==> src/rtl/ander_serial_if.sv <==
`default_nettype none
// ============================================================================
// Module      : ander_serial_if
// Description : Operand/result handshake bundle for the bit-serial AND block.
//               master : producer/consumer side (drives operands, out_ready)
//               slave  : ander_serial side (drives result, status, serial taps)
//   in_a/in_b   operands, in_valid/in_ready   input handshake
//   out_result  result,   out_valid/out_ready output handshake
//   ser_a/ser_b/ser_r  serial-stage taps, busy  operation in progress
// Revision    : 1.0 - initial release
// ============================================================================
interface ander_serial_if #(
  parameter int WIDTH = 4
);
  logic [WIDTH-1:0] in_a;
  logic [WIDTH-1:0] in_b;
  logic             in_valid;
  logic             in_ready;
  logic [WIDTH-1:0] out_result;
  logic             out_valid;
  logic             out_ready;
  logic             ser_a;
  logic             ser_b;
  logic             ser_r;
  logic             busy;

  modport master (
    output in_a, in_b, in_valid, out_ready,
    input  in_ready, out_result, out_valid, ser_a, ser_b, ser_r, busy
  );

  modport slave (
    input  in_a, in_b, in_valid, out_ready,
    output in_ready, out_result, out_valid, ser_a, ser_b, ser_r, busy
  );
endinterface
`default_nettype wire

==> src/rtl/ander_serial.sv <==
`default_nettype none
// ============================================================================
// Module      : ander_serial
// Description : Bit-serial bitwise AND of two WIDTH-bit operands. Operands are
//               shifted LSB-first through a single one-bit AND stage; the
//               result is rebuilt in a shift register and offered on an
//               output valid/ready handshake.
//   clk   : system clock, rising edge
//   reset : synchronous, active-high
//   bus   : ander_serial_if.slave (operands, result, serial taps, busy)
// Revision    : 1.0 - initial release
// ============================================================================
module ander_serial #(
  parameter int WIDTH = 4,
  parameter int CW    = 6
) (
  input  wire logic         clk,
  input  wire logic         reset,
  ander_serial_if.slave     bus
);

  typedef enum logic [1:0] {
    S_IDLE  = 2'd0,
    S_SHIFT = 2'd1,
    S_DONE  = 2'd2
  } state_t;

  localparam logic [CW-1:0] C_LAST = CW'(WIDTH - 1);

  state_t           r_state;
  state_t           w_next_state;
  logic [WIDTH-1:0] r_sh_a;
  logic [WIDTH-1:0] r_sh_b;
  logic [WIDTH-1:0] r_sh_r;
  logic [CW-1:0]    r_cnt;
  logic             w_ser_r;

  // The operand registers empty themselves as they shift, so the taps read
  // zero outside SHIFT without any extra gating.
  assign bus.ser_a = r_sh_a[0];
  assign bus.ser_b = r_sh_b[0];
  assign w_ser_r   = r_sh_a[0] & r_sh_b[0];
  assign bus.ser_r = w_ser_r;

  always_ff @(posedge clk) begin
    if (reset) begin
      r_state <= S_IDLE;
      r_sh_a  <= '0;
      r_sh_b  <= '0;
      r_sh_r  <= '0;
      r_cnt   <= '0;
    end else begin
      r_state <= w_next_state;
      case (r_state)
        S_IDLE: begin
          if (bus.in_valid) begin
            r_sh_a <= bus.in_a;
            r_sh_b <= bus.in_b;
            r_sh_r <= '0;
            r_cnt  <= '0;
          end
        end
        S_SHIFT: begin
          // Result enters at the MSB so bit i settles at position i after
          // WIDTH shifts.
          r_sh_r <= {w_ser_r, r_sh_r[WIDTH-1:1]};
          r_sh_a <= {1'b0, r_sh_a[WIDTH-1:1]};
          r_sh_b <= {1'b0, r_sh_b[WIDTH-1:1]};
          r_cnt  <= r_cnt + 1'b1;
        end
        S_DONE: begin
          if (bus.out_ready) begin
            r_sh_r <= '0;
          end
        end
        default: begin
          r_sh_r <= '0;
        end
      endcase
    end
  end

  always_comb begin
    w_next_state   = r_state;
    bus.in_ready   = 1'b0;
    bus.busy       = 1'b0;
    bus.out_valid  = 1'b0;
    bus.out_result = '0;
    case (r_state)
      S_IDLE: begin
        bus.in_ready = 1'b1;
        if (bus.in_valid) begin
          w_next_state = S_SHIFT;
        end
      end
      S_SHIFT: begin
        bus.busy = 1'b1;
        if (r_cnt == C_LAST) begin
          w_next_state = S_DONE;
        end
      end
      S_DONE: begin
        bus.busy       = 1'b1;
        bus.out_valid  = 1'b1;
        bus.out_result = r_sh_r;
        if (bus.out_ready) begin
          w_next_state = S_IDLE;
        end
      end
      default: begin
        w_next_state = S_IDLE;
      end
    endcase
  end

endmodule
`default_nettype wire

==> src/flat_wrapper.sv <==
// flat-port wrapper written by rule: the top's interface ports become plain ports
module ander_serial_flat 
#(
  parameter int WIDTH = 4,
  parameter int CW    = 6
)
  (clk, reset, bus_in_a, bus_in_b, bus_in_valid, bus_out_ready, bus_in_ready, bus_out_result, bus_out_valid, bus_ser_a, bus_ser_b, bus_ser_r, bus_busy);
  ander_serial_if #(.WIDTH(WIDTH)) bus_i ();
  input  wire logic clk;
  input  wire logic reset;
  input wire logic [$bits(bus_i.in_a)-1:0] bus_in_a;
  input wire logic [$bits(bus_i.in_b)-1:0] bus_in_b;
  input wire logic [$bits(bus_i.in_valid)-1:0] bus_in_valid;
  input wire logic [$bits(bus_i.out_ready)-1:0] bus_out_ready;
  output wire logic [$bits(bus_i.in_ready)-1:0] bus_in_ready;
  output wire logic [$bits(bus_i.out_result)-1:0] bus_out_result;
  output wire logic [$bits(bus_i.out_valid)-1:0] bus_out_valid;
  output wire logic [$bits(bus_i.ser_a)-1:0] bus_ser_a;
  output wire logic [$bits(bus_i.ser_b)-1:0] bus_ser_b;
  output wire logic [$bits(bus_i.ser_r)-1:0] bus_ser_r;
  output wire logic [$bits(bus_i.busy)-1:0] bus_busy;
  assign bus_i.in_a = bus_in_a;
  assign bus_i.in_b = bus_in_b;
  assign bus_i.in_valid = bus_in_valid;
  assign bus_i.out_ready = bus_out_ready;
  assign bus_in_ready = bus_i.in_ready;
  assign bus_out_result = bus_i.out_result;
  assign bus_out_valid = bus_i.out_valid;
  assign bus_ser_a = bus_i.ser_a;
  assign bus_ser_b = bus_i.ser_b;
  assign bus_ser_r = bus_i.ser_r;
  assign bus_busy = bus_i.busy;
  ander_serial #(.WIDTH(WIDTH), .CW(CW)) u_core (.clk(clk), .reset(reset), .bus(bus_i));
endmodule
==> config.mk <==
export PLATFORM = sky130hd
export DESIGN_NAME = ander_serial_flat
export DESIGN_NICKNAME = d
export VERILOG_FILES = /design/src/rtl/ander_serial_if.sv /design/src/rtl/ander_serial.sv /design/src/flat_wrapper.sv
export SDC_FILE = /design/constraint.sdc
export NUM_CORES = 1
export LEC_CHECK = 0
export ABC_AREA = 1
export CORE_MARGIN = 5
export CORE_UTILIZATION = 35
export CTS_BUF_LIST = sky130_fd_sc_hd__clkbuf_8
export CTS_CLUSTER_DIAMETER = 30
export DETAILED_ROUTE_END_ITERATION = 7
export DONT_BUFFER_PORTS = 1
export PLACE_DENSITY = 0.47
export SLEW_MARGIN = 40
export SYNTH_ARGS = -nofsm -noshare
export SYNTH_HDL_FRONTEND = slang
export SYNTH_SLANG_ARGS = --single-unit
==> constraint.sdc <==
create_clock -name clk -period 2.2 [get_ports clk]
set_clock_uncertainty 0.05 [all_clocks]
set_input_delay 0.33 -clock clk [delete_from_list [all_inputs] [get_ports clk]]
set_output_delay 0.33 -clock clk [all_outputs]
set_load 0.02 [all_outputs]
After elaboration in Yosys (flattened, before gate mapping)

Index checks and enable logic that the tools add are counted.

Output and inout bits: 10
Register bits: 20
Logic and storage cells: 36
Input bits: 12

Mux-type cells: 17
Reduce and logical (&&, ||, !) cells: 6
Eq/ne operators: 6
Bitwise gates (word level): 1
Add/subtract/negate cells: 1

Operators by type and width:

| operator            | count |
|---|---|
| $mux 4              | 5 |
| $pmux 4 s2          | 2 |
| $pmux 4 s3          | 1 |
| $pmux 6 s2          | 1 |
| $add 6x1->6 const B | 1 |
| $eq 6x2->1 const B  | 1 |
| $mux 2              | 3 |
| $mux 6              | 1 |
| $pmux 2 s3          | 1 |
| $ne 2x2->1 const B  | 2 |
| $reduce_and 2->1    | 2 |
| $mux 1              | 3 |
| $reduce_and 3->1    | 1 |
| $eq 2x1->1 const B  | 1 |
| $eq 2x2->1 const B  | 1 |
| $logic_not 2->1     | 1 |
| $ne 2x1->1 const B  | 1 |
| $reduce_bool 2->1   | 1 |
| $reduce_or 2->1     | 1 |
| $and 1x1->1         | 1 |

Depth between registers and ports, before layout

Gate-level depths: netlist (run 1).

Depth in word-level cells: 3
Mapped depth: 10
Gate-level depth less buffers: 9

Worst setup path after synthesis (run 1)

Ideal clock, no wire load.

Path type: flip-flop to flip-flop
Start: reg u_core.r_state[0]
End: reg u_core.r_cnt[5]
Data required time: 2.037 ns
Arrival time: 1.305 ns
Slack: 0.732 ns
Setup time: 0.113 ns
Stages on the path, launching flop included: 11
Path buffers: 1
Path through: dfxtp_1 -> inv_1 -> ha_1 -> nand2_1 -> o21ai_1 -> buf_4 -> nand2_1 -> nand2_1 -> inv_1 -> nand2_1 -> nor2_1

Word-level cells in the longest chain between the ends: 3
Elaborated cells between the ends (all ways): 6
Those cells by class: eq/ne (2); mux (1); reduce/logical (3)

Ends and longest elaborated chain:

| what                                                             | RTL line           | source |
|---|---|---|
| from (decl)                                                      | ander_serial.sv:30 | `state_t r_state;` |
| from (signal assigned)                                           | ander_serial.sv:53 | `r_state <= w_next_state;` |
| $eq 2x1->1 or $logic_not 2->1 (tied branches)                    | ander_serial.sv:54 | `case (r_state)` |
| $reduce_bool 2->1 (no source line) or $ne 2x2->1 (tied branches) | n/a                |  |
| $reduce_and 2->1 (no source line)                                | n/a                |  |
| to (signal assigned)                                             | ander_serial.sv:69 | `r_cnt <= r_cnt + 1'b1;` |
| to (decl)                                                        | ander_serial.sv:35 | `logic [CW-1:0] r_cnt;` |

Several ways; a longest one is shown, not always the timed one.
A chain may end at the register's enable or synchronous reset.

Worst setup path in the final report (run 1)

Start: reg u_core.r_state[1]
End: reg u_core.r_sh_b[0]

Word-level cells in the longest chain between the ends: 3
Elaborated cells between the ends (all ways): 6
Those cells by class: eq/ne (2); mux (1); reduce/logical (3)

Ends and longest elaborated chain:

| what                                                             | RTL line           | source |
|---|---|---|
| $eq 2x1->1 or $logic_not 2->1 (tied branches)                    | ander_serial.sv:54 |  |
| $reduce_bool 2->1 (no source line) or $ne 2x2->1 (tied branches) | n/a                |  |
| $reduce_and 2->1 (no source line)                                | n/a                |  |
| to (signal assigned)                                             | ander_serial.sv:58 | `r_sh_b <= bus.in_b;` |
| to (signal assigned)                                             | ander_serial.sv:68 | `r_sh_b <= {1'b0, r_sh_b[WIDTH-1:1]};` |
| to (decl)                                                        | ander_serial.sv:33 | `logic [WIDTH-1:0] r_sh_b;` |

Several ways; a longest one is shown, not always the timed one.

==> results of run 1 <==
-- worst reg2reg max path: stages, from the launching register on --
cell     delay, ps
dfxtp_1        320
inv_1          100
ha_1           210
inv_2          120
o21ai_1        390
buf_4          270
o21ai_0         90
a31oi_1        150
-- cell families (layout without fill, tap and decap cells) --
logic type | count (synthesis) | after routing | synth area share (%)
AOI/OAI and AO/OA | 22 | 22 | 12.6
buffers and inverters | 20 | 22 | 8.52
DFF | 20 | 20 | 41.9
and+or+nand+nor | 69 | 69 | 31.7
adders and majority gates | 4 | 4 | 5.24
-- stage by stage --
| step | utilization [%] | setup WS, ps | power, mW |
|---|---|---|---|
| after floorplan | - | 732 | 1.06 |
| after global placement | 37.0 | 542 | 1.19 |
| after detailed placement | 37.0 | 472 | 1.20 |
| after CTS | 38.6 | 443 | 1.43 |
| after global routing | 38.6 | 269 | 1.53 |
| final | 38.6 | 449 | 1.41 |
-- registers in the layout, summed over array words and instances (netlist names) --
register,flops
u_core.r_cnt,6
u_core.r_sh_a,4
u_core.r_sh_b,4
u_core.r_sh_r,4
u_core.r_state,2
-- layer usage --
metal  vias up  track usage [%]
met1       369             12.3
met4         0             2.44
li1        443                -
met2        20             16.7
met5         -                0
met3         2             4.50
-- power by group --
group / switching [mW] / leakage (nW) / internal [mW]
Sequential: 0.0760 / 0.164 / 0.463
Clock: 0.109 / 0.0216 / 0.122
Combinational: 0.440 / 0.291 / 0.203
Total: 0.625 / 0.476 / 0.788
-- worst min path at each step --
stage,start,end,slack (ps),cells after the start
after floorplan,reset,u_core.r_cnt[1],350,1
after global placement,reset,u_core.r_sh_a[3],350,1
after detailed placement,reset,u_core.r_cnt[4],350,1
after CTS,reset,u_core.r_cnt[4],80,1
after global routing,reset,u_core.r_cnt[4],70,1
final,reset,u_core.r_cnt[4],80,1
-- layout make-up --
cell class              count  share of cell area, %
well taps                  31                   3.74
flip-flops and latches     20                   38.6
repair buffers              3                   2.17
inverters                  16                   5.80
multi-input cells          95                   45.7
clock buffers               3                   3.99
-- placed cells by master (no fill, tap or decap) --
cell type | Yosys | layout
nand2_2 | 3 | 3
a31oi_1 | 6 | 6
inv_2 | 2 | 2
nor3b_2 | 1 | 1
nor3_1 | 5 | 5
o21ai_0 | 6 | 6
ha_1 | 4 | 4
nand2_1 | 32 | 32
o21ai_1 | 2 | 2
a21oi_1 | 7 | 7
nor2_2 | 1 | 1
nand3_1 | 7 | 7
dfxtp_1 | 20 | 20
inv_1 | 14 | 14
buf_4 | 1 | 3
clkbuf_8 | 0 | 3
nand4_1 | 3 | 3
a211oi_1 | 1 | 1
and3_1 | 1 | 1
nor2_1 | 16 | 16
==> impl_metrics.csv, run 1 <==
group,metric,value,unit
sta,drv_slew,0,
clocking,path_clk_slew,70,ps
detailed_routing,m1WireLength,902,microns
sta,rsz0062_at_grt,"no",
hold_path,hp-class,"primary input to flip-flop",
final_layout,postLayoutCellArea,1040,sq um
logic_synthesis,synth_ff_type,"dfxtp_1",
die,row_count,19,
sta,tightest_slew,447,ps
global_routing,grt_max_degree,15,
global_routing,track_usage,10.3,%
setup_path,reg2regPathDepth,7,
setup_path,path_max_fanout,14,
logic_synthesis,synth_top_cell_by_area,"dfxtp_1",
die,start_util,35.5,%
final_layout,drive_gt1_share,9.49,%
clocking,holdBufCountCts,0,
sta,finalSetupViolCount,0,
logic_synthesis,netlist_instances,135,
clocking,cts_tree,"done",
global_routing,first_global_vias,716,
detailed_routing,viasPerCell,4.96,
sta,timing.setup.tns,0,ps
die,die_y,62.2,microns
final_layout,num_antenna_cells,0,
final_layout,nets,155,
setup_path,worstPathCellList,"inv_1 > ha_1 > inv_2 > o21ai_1 > buf_4 > o21ai_0 > a31oi_1",
clocking,root_buffer,"clkbuf_8",
outcome,outcome,"finished clean",
detailed_routing,dr_wl_met2,955,microns
clocking,postCtsSetupBuffers,0,
logic_synthesis,synthArstFlopShare,0,%
place,dp.cells,165,
place,gp_congestion,0.715,
global_routing,grt-ovfl-total,0,
detailed_routing,first_iter_violations,22,
setup_path,critPathRequiredTime,2330,ps
logic_synthesis,synthTopCellsByCount,"nand2_1, dfxtp_1, nor2_1",
final_layout,fill_cells,302,
sta,hold_viol,0,
setup_path,cp.arrival,1880,ps
detailed_routing,wirelength,2.00,mm
final_layout,area_growth,8.52,%
setup_path,critPathBufInv,3,
place,portBuffers,0,
detailed_routing,wl_per_cell,11.9,microns
setup_path,r2r-end,"u_core.r_sh_b[0]",
die,dieArea,3870,sq um
die,num_io_pins,22,
setup_path,crit_cells,7,
die,coreArea,2690,sq um
sta,slew_headroom,70.0,%
logic_synthesis,synth.avg_cell_area,7.07,sq um
detailed_routing,first_pass_iters,4,
logic_synthesis,netlist_area,955,sq um
sta,period_share,79.6,%
logic_synthesis,synth-edff-count,0,
detailed_routing,ant_nets,0,
sta,hold_ws,84.8,ps
clocking,cts-htree-levels,1,
setup_path,r2r_start,"u_core.r_state[1]",
sta,period_needed,1750,ps
clocking,cts_sinks,20,
setup_path,cp-start-kind,"flip-flop",
detailed_routing,wl_met3,128,microns
sta,fmax,0.571,GHz
clocking,cts_buffers,3,
setup_path,critPathTopFamily,"compound AO/OA/AOI/OAI gates",
power_and_ir_drop,vdd_drop_max,0.599,mV
setup_path,reg2reg_slack,450,ps
logic_synthesis,yosysTopAreaCellShare,41.9,%
clocking,cts_max_path_buffers,2,
power_and_ir_drop,leakage,0.476,nW
logic_synthesis,ys_types,21,
place,detailed_place_hpwl,1.51,mm
setup_path,cp-endpoint,"u_core.r_sh_b[0]",
setup_path,end_kind,"flip-flop",
setup_path,cp-startpoint,"u_core.r_state[1]",
detailed_routing,top_layer_used,"met4",
clocking,clkLatencyLatePin,250,ps
final_layout,multi_input_area,473,sq um
detailed_routing,vias,834,
place,placed_area,995,sq um
logic_synthesis,synth_nets,151,
job,cap_violations,0,
setup_path,slowest_delay,390,ps
power_and_ir_drop,pwr_density_cell,1360,nW/um^2
final_layout,fin_cells,168,
clocking,ctsResizeCount,0,
logic_synthesis,synth.most_common_cell,"nand2_1",
global_routing,antenna_found_initial,0,
logic_synthesis,synth_warnings,0,
setup_path,cp_slowest_cell,"o21ai_1",
logic_synthesis,synth-seq-cells,20,
logic_synthesis,netlist_top_cells_area,"dfxtp_1, nand2_1, nor2_1",
setup_path,path_class,"flip-flop to flip-flop",
die,die_w,62.2,microns
final_layout,regArea,400,sq um
detailed_routing,drc,0,
global_routing,grt_pass1_wl,3.27,mm
logic_synthesis,ys_seq_area_share,41.9,%
Power figures use the tool's default switching activity.
==> run 2, diff against run 1 <==
--- a/config.mk
+++ b/config.mk
@@ -5,7 +5,7 @@
 export SDC_FILE = /design/constraint.sdc
 export NUM_CORES = 1
 export LEC_CHECK = 0
-export ABC_AREA = 1
+export ABC_AREA = 0
 export CORE_MARGIN = 5
 export CORE_UTILIZATION = 35
 export CTS_BUF_LIST = sky130_fd_sc_hd__clkbuf_8
==> constraint.sdc (replaced) <==
create_clock -name clk -period 1.7 [get_ports clk]
set_clock_uncertainty 0.05 [all_clocks]
set_input_delay 0.255 -clock clk [delete_from_list [all_inputs] [get_ports clk]]
set_output_delay 0.255 -clock clk [all_outputs]
set_load 0.02 [all_outputs]
==> run 2 against run 1 <==
Against the previous run: via count increased by 1.1%; largest cell class unchanged; critical path type unchanged; first-iteration DRC count is 55% higher; register-to-register slack got worse by 340 ps; synthesized cell count is 15% lower.
==> impl_metrics.csv, run 2 <==
group,metric,value,unit
sta,fmax,0.628,GHz
final_layout,num_antenna_cells,0,
detailed_routing,wl_per_cell,15.3,microns
power_and_ir_drop,pwr_density_cell,1330,nW/um^2
place,gp_congestion,0.794,
global_routing,track_usage,12.3,%
logic_synthesis,synthArstFlopShare,0,%
detailed_routing,ant_nets,0,
setup_path,path_max_fanout,8,
place,pre_cts_ws,120,ps
global_routing,antenna_found_initial,0,
die,coreArea,2780,sq um
logic_synthesis,netlist_area,1020,sq um
die,die_y,64.1,microns
clocking,postCtsSetupBuffers,0,
sta,drv_slew,0,
logic_synthesis,synth_ff_type,"dfxtp_1",
global_routing,grt-ovfl-total,0,
setup_path,cp-start-kind,"flip-flop",
clocking,root_buffer,"clkbuf_8",
logic_synthesis,synth.most_common_cell,"dfxtp_1",
final_layout,regMostFlops,"u_core.r_cnt",
sta,slew_headroom,77.8,%
place,portBuffers,0,
die,row_count,19,
clocking,cts-htree-levels,1,
final_layout,final_common_cell,"dfxtp_1",
sta,hold_viol,0,
sta,setup_slack,107,ps
sta,tightest_slew,324,ps
global_routing,first_global_vias,878,
final_layout,utilization,42.7,%
logic_synthesis,synth_warnings,0,
logic_synthesis,synth-edff-count,0,
final_layout,postLayoutCellArea,1190,sq um
final_layout,fill_cells,278,
clocking,cts_max_path_buffers,2,
clocking,cts_buffers,3,
detailed_routing,viasPerCell,5.55,
logic_synthesis,yosysTopAreaCellShare,39.1,%
detailed_routing,wirelength,2.32,mm
logic_synthesis,ys_types,33,
setup_path,path_class,"flip-flop to flip-flop",
setup_path,cp.arrival,1740,ps
die,num_io_pins,22,
clocking,cts_sinks,20,
global_routing,grt_pass1_wl,4.17,mm
logic_synthesis,synth_top_cell_by_area,"dfxtp_1",
sta,timing.setup.tns,0,ps
logic_synthesis,netlist_instances,115,
sta,rsz0062_at_grt,"no",
clocking,cts_tree,"done",
final_layout,drive_gt1_share,15.7,%
logic_synthesis,synthTopCellsByCount,"dfxtp_1, a21oi_1, mux2i_1, nor2_1",
clocking,path_clk_slew,80,ps
final_layout,mostFrequentLayoutCells,"dfxtp_1, a21oi_1, mux2i_1, nor2_1",
place,detailed_place_hpwl,1.63,mm
logic_synthesis,ys_seq_area_share,39.1,%
sta,finalSetupViolCount,0,
sta,period_share,93.7,%
detailed_routing,first_iter_violations,34,
power_and_ir_drop,vdd_drop_max,0.789,mV
logic_synthesis,synth_nets,131,
place,placed_area,1070,sq um
logic_synthesis,synth-seq-cells,20,
outcome,outcome,"finished clean",
setup_path,critPathRequiredTime,1840,ps
sta,period_needed,1590,ps
hold_path,hp-class,"primary input to flip-flop",
detailed_routing,first_pass_iters,5,
die,die_w,64.1,microns
die,start_util,36.8,%
logic_synthesis,synth.avg_cell_area,8.90,sq um
logic_synthesis,netlist_top_cells_area,"dfxtp_1, mux2i_1, a21oi_1",
die,dieArea,4110,sq um
setup_path,end_kind,"flip-flop",
job,cap_violations,0,
global_routing,grt_max_degree,18,
final_layout,nets,138,
clocking,clkLatencyLatePin,260,ps
final_layout,area_growth,16.0,%
detailed_routing,vias,843,
final_layout,largest_register_ffs,6,
detailed_routing,drc,0,
power_and_ir_drop,leakage,0.412,nW
## run 2: timing repair
action / in CTS / in global routing
hold endpoints to repair: 2 / 5
resized for setup: 0 / 5
hold buffers: 2 / 1
endpoints found under the setup margin: 0 / 3
## run 2: path summary, 6_finish.rpt
check,from,endpoint,slack [ps],depth (start not counted)
setup / recovery,u_core.r_state[0],u_core.r_cnt[3],110,6
hold / removal,reset,u_core.r_sh_b[2],10,1
setup reg to reg,u_core.r_state[0],u_core.r_cnt[3],110,6
hold reg to reg,u_core.r_sh_b[3],u_core.r_sh_b[3],400,2
## run 2: cells by family (layout without fill, tap and decap cells)
group | after synthesis | count (layout) | share of synthesized area (%)
multiplexers | 10 | 10 | 10.3
XOR/XNOR | 1 | 1 | 0.856
buffers and inverters | 10 | 16 | 4.77
AND/OR/NAND/NOR | 38 | 38 | 20.0
adder cells (fa/ha/maj) | 4 | 4 | 4.89
AO/OA/AOI/OAI | 32 | 32 | 20.0
flip-flops | 20 | 20 | 39.1
## run 2: stage by stage
| stage | total power [mW] | hold WS [ps] | std cells |
|---|---|---|---|
| 2_1_floorplan | 0.996 | 370 | 115 |
| 3_3_place_gp | 1.09 | 277 | 145 |
| 3_5_place_dp | 1.09 | 279 | 145 |
| 4_1_cts | 1.58 | 0.258 | 151 |
| 5_1_grt | 1.69 | 0.679 | 152 |
| 6_report | 1.58 | 9.80 | 152 |
## run 2: area by class of cell
type | count | area [sq um] | share of cell area [%]
Tap cell | 31 | 38.8 | 3.27
Clock buffer | 3 | 41.3 | 3.48
Inverter | 4 | 15.0 | 1.26
Sequential cell | 20 | 400 | 33.7
Multi-Input combinational cell | 85 | 594 | 50.1
Clock inverter | 1 | 30.0 | 2.53
Timing Repair Buffer | 8 | 67.6 | 5.69
## run 2: metal layers
metal | part of all wire (%) | wire length (microns) | global-route usage (%) | up-vias
met5 | 0 | 0 | 0 | -
met4 | 0.78 | 18 | 3.90 | 0
met3 | 4.7 | 108 | 3.50 | 2
met2 | 46 | 1070 | 19.1 | 14
met1 | 48 | 1120 | 16.3 | 393
li1 | - | - | - | 434
## run 2: worst max-delay path: stages (launching register included)
cell	delay (ps)
dfxtp_1	370
inv_1	70
ha_2	220
mux2i_2	170
buf_4	170
or3_1	340
a21oi_1	140
## run 2: where the power goes
group / internal [mW] / leakage [nW] / total [mW] / switching, mW
sequential: 0.532 / 0.163 / 0.590 / 0.0579
combinational: 0.228 / 0.213 / 0.511 / 0.283
clock: 0.314 / 0.0357 / 0.480 / 0.166
total: 1.07 / 0.412 / 1.58 / 0.507
==> run 3, diff against run 2 <==
--- a/config.mk
+++ b/config.mk
@@ -7,12 +7,12 @@
 export LEC_CHECK = 0
 export ABC_AREA = 0
 export CORE_MARGIN = 5
-export CORE_UTILIZATION = 35
+export CORE_UTILIZATION = 33
 export CTS_BUF_LIST = sky130_fd_sc_hd__clkbuf_8
 export CTS_CLUSTER_DIAMETER = 30
 export DETAILED_ROUTE_END_ITERATION = 7
 export DONT_BUFFER_PORTS = 1
-export PLACE_DENSITY = 0.47
+export PLACE_DENSITY = 0.45
 export SLEW_MARGIN = 40
 export SYNTH_ARGS = -nofsm -noshare
 export SYNTH_HDL_FRONTEND = slang
==> run 3 against run 2 <==
Against the previous run: sequential power hardly changed; worst setup slack got worse by 2.3 ps; flip-flop and latch count did not move; clock-buffer cell count increased by 1; die area up 5.1%; routed wire length shrank 0.43%; core utilization down 3.8 points; sequential share of layout area is 0.54 points higher; first-iteration DRC count grew 50%.
==> impl_metrics.csv, run 3 (same netlist as run 2, synthesis figures left out) <==
group,metric,value,unit
final_layout,final_common_cell,"dfxtp_1",
die,num_io_pins,22,
global_routing,antenna_found_initial,0,
die,coreArea,3000,sq um
global_routing,grt-ovfl-total,0,
setup_path,slowest_delay,510,ps
clocking,cts-htree-levels,1,
clocking,clkLatencyLatePin,260,ps
setup_path,critPathBufInv,1,
power_and_ir_drop,leakage,0.406,nW
setup_path,path_max_fanout,5,
sta,drv_slew,0,
global_routing,first_global_vias,804,
setup_path,end_kind,"flip-flop",
sta,hold_viol,0,
outcome,outcome,"finished clean",
setup_path,cp.arrival,1740,ps
job,cap_violations,0,
setup_path,critPathRequiredTime,1840,ps
sta,period_share,93.9,%
clocking,cts_buffers,3,
final_layout,mostFrequentLayoutCells,"dfxtp_1, a21oi_1, mux2i_1, nor2_1",
final_layout,nets,139,
hold_path,hp-class,"primary input to flip-flop",
sta,finalSetupViolCount,0,
detailed_routing,first_iter_violations,51,
clocking,cts_tree,"done",
place,gp_congestion,0.746,
final_layout,utilization,38.9,%
setup_path,critPathTopFamily,"simple AND/OR/NAND/NOR gates",
global_routing,grt_max_degree,15,
power_and_ir_drop,pwr_density_cell,1260,nW/um^2
final_layout,num_antenna_cells,0,
detailed_routing,first_pass_iters,4,
setup_path,cp_slowest_cell,"or4_1",
setup_path,worstPathCellList,"inv_1 > ha_2 > mux2i_2 > or4_1 > a21oi_1",
sta,timing.setup.tns,0,ps
die,die_y,65.7,microns
final_layout,drive_gt1_share,13.1,%
sta,slew_headroom,77.2,%
place,detailed_place_hpwl,1.71,mm
sta,fmax,0.627,GHz
global_routing,track_usage,11.4,%
detailed_routing,wl_per_cell,14.9,microns
final_layout,area_growth,14.2,%
final_layout,regMostFlops,"u_core.r_cnt",
sta,period_needed,1600,ps
clocking,root_buffer,"clkbuf_8",
detailed_routing,viasPerCell,5.59,
detailed_routing,drc,0,
setup_path,path_class,"flip-flop to flip-flop",
setup_path,cp-start-kind,"flip-flop",
sta,tightest_slew,341,ps
sta,rsz0062_at_grt,"no",
place,portBuffers,0,
die,die_w,65.7,microns
detailed_routing,ant_nets,0,
global_routing,grt_pass1_wl,3.77,mm
die,dieArea,4320,sq um
clocking,path_clk_slew,80,ps
clocking,cts_sinks,20,
clocking,cts_max_path_buffers,2,
die,start_util,34.1,%
die,row_count,20,
detailed_routing,vias,866,
detailed_routing,wirelength,2.31,mm
final_layout,largest_register_ffs,6,
clocking,postCtsSetupBuffers,0,
power_and_ir_drop,vdd_drop_max,0.492,mV
[run 3: changes by cell type in the layout (fill, tap and decap cells not counted), sizes merged]
cell	previous run	this run
bufinv	1	0
buf	5	6
clkbuf	3	4
[run 3: cell type report]
cell class,count,area [sq um]
Multi-Input combinational cell,85,582
Sequential cell,20,400
Inverter,4,15.0
Timing Repair Buffer,9,75.1
Tap cell,33,41.3
Clock buffer,4,55.1
Fill cell,315,1830
[run 3: repair_timing]
action,in CTS,in global routing
hold buffers,2,1
hold endpoints to repair,8,2
gates resized for setup,0,2
endpoints found under the setup margin,0,2
[run 3: stage by stage]
step                hold WS (ps)  instances  worst slack [ps]  power (mW)  area (sq um)
finish                      6.32        155               104        1.48          1170
floorplan                    370        115              6.01       0.996          1030
global route                2.01        155              6.42        1.57          1170
CTS                         1.76        154              91.2        1.49          1150
global placement             278        148               104        1.10          1080
detailed placement           278        148               115        1.11          1080
[run 3: routing by layer]
layer	GRT usage (%)	wire length [microns]	vias to the layer above
met5	0	0	-
met4	3.89	31	0
met3	5.13	177	4
met2	18.8	1080	23
met1	13.1	1020	400
li1	-	-	439
[run 3: path summary, 6_finish.rpt]
check	depth (start not counted)	from	slack (ps)	end
hold / removal	1	reset	6	u_core.r_state[1]
hold reg to reg	2	u_core.r_sh_b[3]	410	u_core.r_sh_b[3]
setup reg to reg	5	u_core.r_state[0]	100	u_core.r_cnt[5]
setup / recovery	5	u_core.r_state[0]	100	u_core.r_cnt[5]
[run 3: worst register-to-register path, cell delays in order (launching register included)]
cell and delay (ps):
dfxtp_1 360, inv_1 70, ha_2 220, mux2i_2 180, or4_1 510, a21oi_1 140
[run 3: power by group]
part	switching [mW]	internal, mW
clock network	0.164	0.206
registers	0.0584	0.532
logic	0.284	0.231
total	0.506	0.970
